==> config.mk <==
export PLATFORM = sky130hd
export DESIGN_NAME = fetch_sequencer
export DESIGN_NICKNAME = d
export VERILOG_FILES = /design/src/rtl/fetch_sequencer.sv
export SDC_FILE = /design/constraint.sdc
export NUM_CORES = 1
export LEC_CHECK = 0
export CORE_ASPECT_RATIO = 0.6
export CORE_MARGIN = 2
export CORE_UTILIZATION = 52
export CTS_CLUSTER_DIAMETER = 100
export DETAILED_ROUTE_END_ITERATION = 10
export PLACE_DENSITY = 0.81
export SLEW_MARGIN = 20
export SYNTH_ARGS = -nofsm -noshare
export SYNTH_HDL_FRONTEND = slang
export SYNTH_SLANG_ARGS = --single-unit
==> constraint.sdc <==
create_clock -name clk -period 9.7 [get_ports clk]
set_input_delay 1.94 -clock clk [delete_from_list [all_inputs] [get_ports clk]]
set_output_delay 1.94 -clock clk [all_outputs]
set_load 0.01 [all_outputs]
==> src/rtl/fetch_sequencer.sv <==
// Instruction fetch controller: owns the PC, issues req/ack fetches, holds each
// instruction until the consumer accepts it, then advances sequentially or by branch.
module fetch_sequencer #(
   parameter logic [63:0] RESET_PC = 64'd0,
   parameter int unsigned TIMEOUT  = 16
) (
   input  logic        clk,
   input  logic        rst,
   output logic        imem_req,
   output logic [63:0] imem_addr,
   input  logic        imem_ack,
   input  logic [31:0] imem_rdata,
   output logic        inst_valid,
   output logic [31:0] inst_out,
   output logic [63:0] inst_pc,
   input  logic        inst_ready,
   input  logic        BrTaken,
   input  logic        UncondBr,
   output logic        fetch_err,
   output logic [31:0] retired
);

   typedef enum logic [1:0] {
      S_FETCH = 2'd0,
      S_HOLD  = 2'd1,
      S_ERROR = 2'd2
   } state_e;

   localparam logic [15:0] TIMEOUT_M1 = 16'(TIMEOUT - 1);

   state_e      state_q, state_d;
   logic [63:0] pc_q, pc_d;
   logic [15:0] wait_cnt_q, wait_cnt_d;
   logic [31:0] retired_q, retired_d;
   logic [31:0] inst_q, inst_d;
   logic [63:0] inst_pc_q, inst_pc_d;

   logic [63:0] imm26_off, imm19_off, br_off, next_pc;

   // Word offsets are sign-extended and scaled by 4 in one concatenation.
   assign imm26_off = {{36{inst_q[25]}}, inst_q[25:0], 2'b00};
   assign imm19_off = {{43{inst_q[23]}}, inst_q[23:5], 2'b00};
   assign br_off    = UncondBr ? imm26_off : imm19_off;
   assign next_pc   = inst_pc_q + (BrTaken ? br_off : 64'd4);

   always_comb begin
      state_d    = state_q;
      pc_d       = pc_q;
      wait_cnt_d = wait_cnt_q;
      retired_d  = retired_q;
      inst_d     = inst_q;
      inst_pc_d  = inst_pc_q;
      case (state_q)
         S_FETCH: begin
            if (imem_ack) begin
               inst_d    = imem_rdata;
               inst_pc_d = pc_q;
               state_d   = S_HOLD;
            end else begin
               wait_cnt_d = wait_cnt_q + 16'd1;
               if (wait_cnt_q == TIMEOUT_M1) state_d = S_ERROR;
            end
         end
         S_HOLD: begin
            if (inst_ready) begin
               pc_d       = next_pc;
               retired_d  = retired_q + 32'd1;
               wait_cnt_d = '0;
               state_d    = S_FETCH;
            end
         end
         S_ERROR: state_d = S_ERROR;
         default: state_d = S_ERROR;
      endcase
   end

   always_ff @(posedge clk) begin
      if (rst) begin
         state_q    <= S_FETCH;
         pc_q       <= RESET_PC;
         wait_cnt_q <= '0;
         retired_q  <= '0;
         inst_q     <= '0;
         inst_pc_q  <= '0;
      end else begin
         state_q    <= state_d;
         pc_q       <= pc_d;
         wait_cnt_q <= wait_cnt_d;
         retired_q  <= retired_d;
         inst_q     <= inst_d;
         inst_pc_q  <= inst_pc_d;
      end
   end

   assign imem_req   = (state_q == S_FETCH);
   assign imem_addr  = pc_q;
   assign inst_valid = (state_q == S_HOLD);
   assign inst_out   = inst_q;
   assign inst_pc    = inst_pc_q;
   assign fetch_err  = (state_q == S_ERROR);
   assign retired    = retired_q;

endmodule

==> flow_summary_export.csv <==
group,metric,value,unit
synthesis,synthesis.area,0.0116,sq mm
synthesis,seq_area_frac_synth,0.364,
timing,hold_viol,0,
global_routing,grt_usage,0.295,
synthesis,synthMuxAreaShare,0.0183,
global_routing,grtUsageMet1,0.444,
place,gp_congestion,0.984,
synthesis,synth-main-ff-cell,"dfxtp_1",
worst_setup_path,worstPathArrival,6.34,ns
synthesis,synth-async-reset-ratio,0,
cts,cts_tree,"built",
pwr,vdd_drop_max,121,uV
worst_hold_path,hp-class,"reg2reg",
cts,cts_hold_buffers,0,
cts,htreeDepth,1,
route,drtIter0Drc,925,
route,drt_pass1_iterations,5,
worst_setup_path,cp-end-kind,"flop",
cts,numCtsBuffers,20,
synthesis,yosysUniqueCellTypes,77,
die,initial_core_util,0.527,
global_routing,grtUsageMet2,0.422,
pwr,p_leak,5.57,nW
timing,fin_skew,0.0271,ns
cts,clk_pin_slew,0.07,ns
route,antenna_left,0,
worst_setup_path,rr_worst_depth,12,
cts,post_cts_buffers,0,
route,wirelength,36.1,mm
synthesis,synth_xor_xnor_area_share,0.0599,
cts,post_cts_resized,0,
timing,whs,0.464,ns
synthesis,synth_top_family_by_area,"simple AND/OR/NAND/NOR gates",
route,vias_per_cell,5.80,
final_layout,fillers,1843,
cts,clock_tree.root_cell,"clkbuf_16",
global_routing,first_global_vias,10500,
route,wl_per_cell,18.3,um
cts,clock_sinks,210,
place,placed_cells,1936,
timing,worst_pin_slew,1.23,ns
final_layout,regArea,0.00420,sq mm
die,die-height,119,um
synthesis,synth_fp_nets,1596,
synthesis,synth_edf_count,0,
final_layout,multiInputGateArea,0.00692,sq mm
pwr,p_per_area,129,mW/mm^2
synthesis,ys_top_cells_by_count,"341 x nand2_1, 210 x dfxtp_1, 199 x a21oi_1, 93 x nor2_1, 65 x clkbuf_1",
synthesis,ys_ff_latch,210,
final_layout,final_nets,1775,
die,io_pins,233,
worst_hold_path,min-delay-start,"inst_out[29]",
place,hpwl,25.9,mm
place,placed_area,0.0140,sq mm
timing,setup_tns,0,ns
global_routing,antenna_found_initial,0,
worst_hold_path,hold_path_depth,2,
timing,finalWorstPathRequiredPeriod,5.97,ns
synthesis,synth.most_common_cell,"nand2_1",
route,vias,11500,
die,die_width,196,um
synthesis,synth_top_area_cell,"dfxtp_1",
synthesis,synthAdderAreaFrac,0.0699,
global_routing,grt.overflow.total,0,
final_layout,diodes,0,
timing,rsz0062_at_grt,"false",
synthesis,synth-compound-area-share,0.212,
die,dieArea,0.0235,sq mm
global_routing,grt_max_degree,101,
final_layout,drive_gt1_frac,0.0409,
worst_setup_path,reg2reg_slack,5.57,ns
worst_setup_path,r2r-end,"imem_addr[62]",
final_layout,final_cell_area,0.0147,sq mm
worst_hold_path,hold_end,"inst_out[29]",
die,num_rows,42,
global_routing,grtUsageMet3,0.0756,
run,cap_violations,0,
synthesis,synthCells,1494,
timing,max_freq,168,MHz
timing,setup_viol,0,
cts,cts_buffer_depth,3,
route,drc,0,
worst_setup_path,r2r_start,"inst_out[23]",
final_layout,synthToLayoutAreaGrowth,27.0,%
worst_setup_path,startpoint,"UncondBr",
synthesis,synth_area_leaders,"dfxtp_1 36%, nand2_1 11%, a21oi_1 8.6%, ha_1 6.8%, xor2_1 3.4%",
timing,relSlewSlack,0.175,
synthesis,synthDominantCellAreaShare,0.364,
cts,clk_latency,0.52,ns
die,core_area,0.0219,sq mm
synthesis,syn_avg_cell_area,7.74,sq um
global_routing,grt_pass1_wl,56.0,mm
place,port_buffers,232,
worst_setup_path,worstPathMaxFanout,26,
final_layout,final_cells,1973,
pwr,power,1.89,mW
timing,slew_viol_final,0,
outcome,status,"complete, no violations",
worst_setup_path,start_kind,"input port",
synthesis,yosys.area_share.simple,0.236,
timing,fin_crit_sh,0.615,
worst_setup_path,cp_data_required_time,10.07,ns
global_routing,top_usage_layer,"met1",
synthesis,yosysWarnings,0,
worst_setup_path,critPathKind,"in2reg",
==> worst max-delay path by stage <==
stage	depth (start not counted)	to
after global routing	14	imem_addr[62]
after floorplan	14	imem_addr[58]
final	14	imem_addr[62]
after detailed placement	14	imem_addr[62]
after CTS	14	imem_addr[62]
after global placement	14	imem_addr[62]
==> worst max-delay path, stage by stage <==
cell	delay [ns]
clkdlybuf4s50_1	0.47
buf_4	0.33
nand2b_1	0.31
a21boi_0	0.20
ha_1	0.40
a21oi_1	0.38
o211ai_1	0.15
o221ai_1	0.38
a21boi_0	0.19
nor3_2	0.46
a21oi_1	0.25
o21ai_2	0.25
a2111oi_0	0.13
or3b_2	0.48
==> flip-flops by register name, summed over array words and instances, names as in the netlist <==
register and flops:
imem_addr 64, inst_out 32, inst_pc 64, retired 32, state_q 2, wait_cnt_q 16
==> area by class of cell <==
| class | instances | area share |
|---|---|---|
| Clock buffer | 28 | 0.0395 |
| Multi-Input combinational cell | 1176 | 0.472 |
| Tap cell | 286 | 0.0244 |
| Sequential cell | 210 | 0.286 |
| Inverter | 26 | 0.00665 |
| Clock inverter | 8 | 0.00707 |
| Timing Repair Buffer | 239 | 0.164 |
==> kinds of logic after synthesis <==
| family | count (synthesis) |
|---|---|
| buffers and inverters | 108 |
| AND/OR/NAND/NOR | 613 |
| multiplexers | 21 |
| AO/OA/AOI/OAI | 399 |
| flip-flops | 210 |
| adder cells (fa/ha/maj) | 64 |
| XOR/XNOR | 79 |
==> layer usage <==
layer | wire (um) | vias to the layer above
li1 | - | 5577
met1 | 17500 | 5372
met2 | 14700 | 463
met3 | 3440 | 41
met4 | 557 | 0
met5 | 0 | -
==> power by group <==
group	internal, mW	total [mW]	switching (mW)
combinational	0.0714	0.180	0.109
clock	0.474	0.823	0.349
sequential	0.876	0.891	0.0145
==> placed cells by master (no fill, tap or decap), types with 5 or more instances in the layout <==
cell type        synthesis  final
nand2_1                341    340
clkdlybuf4s50_1          0    231
dfxtp_1                210    210
a21oi_1                199    199
nor2_1                  93     92
ha_1                    63     63
o21ai_0                 59     59
xor2_1                  45     45
xnor2_1                 34     34
nand4_1                 33     33
nand3_1                 30     30
a21o_1                  28     28
inv_1                   26     26
nor2b_1                 23     23
nor3_1                  21     21
mux2i_1                 20     20
clkbuf_16                0     20
and3_1                  16     16
a211oi_1                15     15
o21bai_1                12     12
a21boi_0                11     10
and2_1                  10      9
o21a_1                   9      9
o31ai_1                  7      7
or3_1                    7      7
a31oi_1                  6      6
nor4_1                   6      6
buf_4                    3      6
nand2b_1                 5      5
or2_2                    5      5
and4_1                   5      5
clkbuf_8                 0      5
==> through the flow <==
| stage | utilization | setup slack, ns |
|---|---|---|
| finish | 0.670 | 3.73 |
| detailed placement | 0.637 | 3.37 |
| floorplan | - | 2.35 |
| global route | 0.670 | 3.50 |
| CTS | 0.669 | 3.88 |
| global placement | 0.636 | 3.05 |
Power figures use the tool's default switching activity.
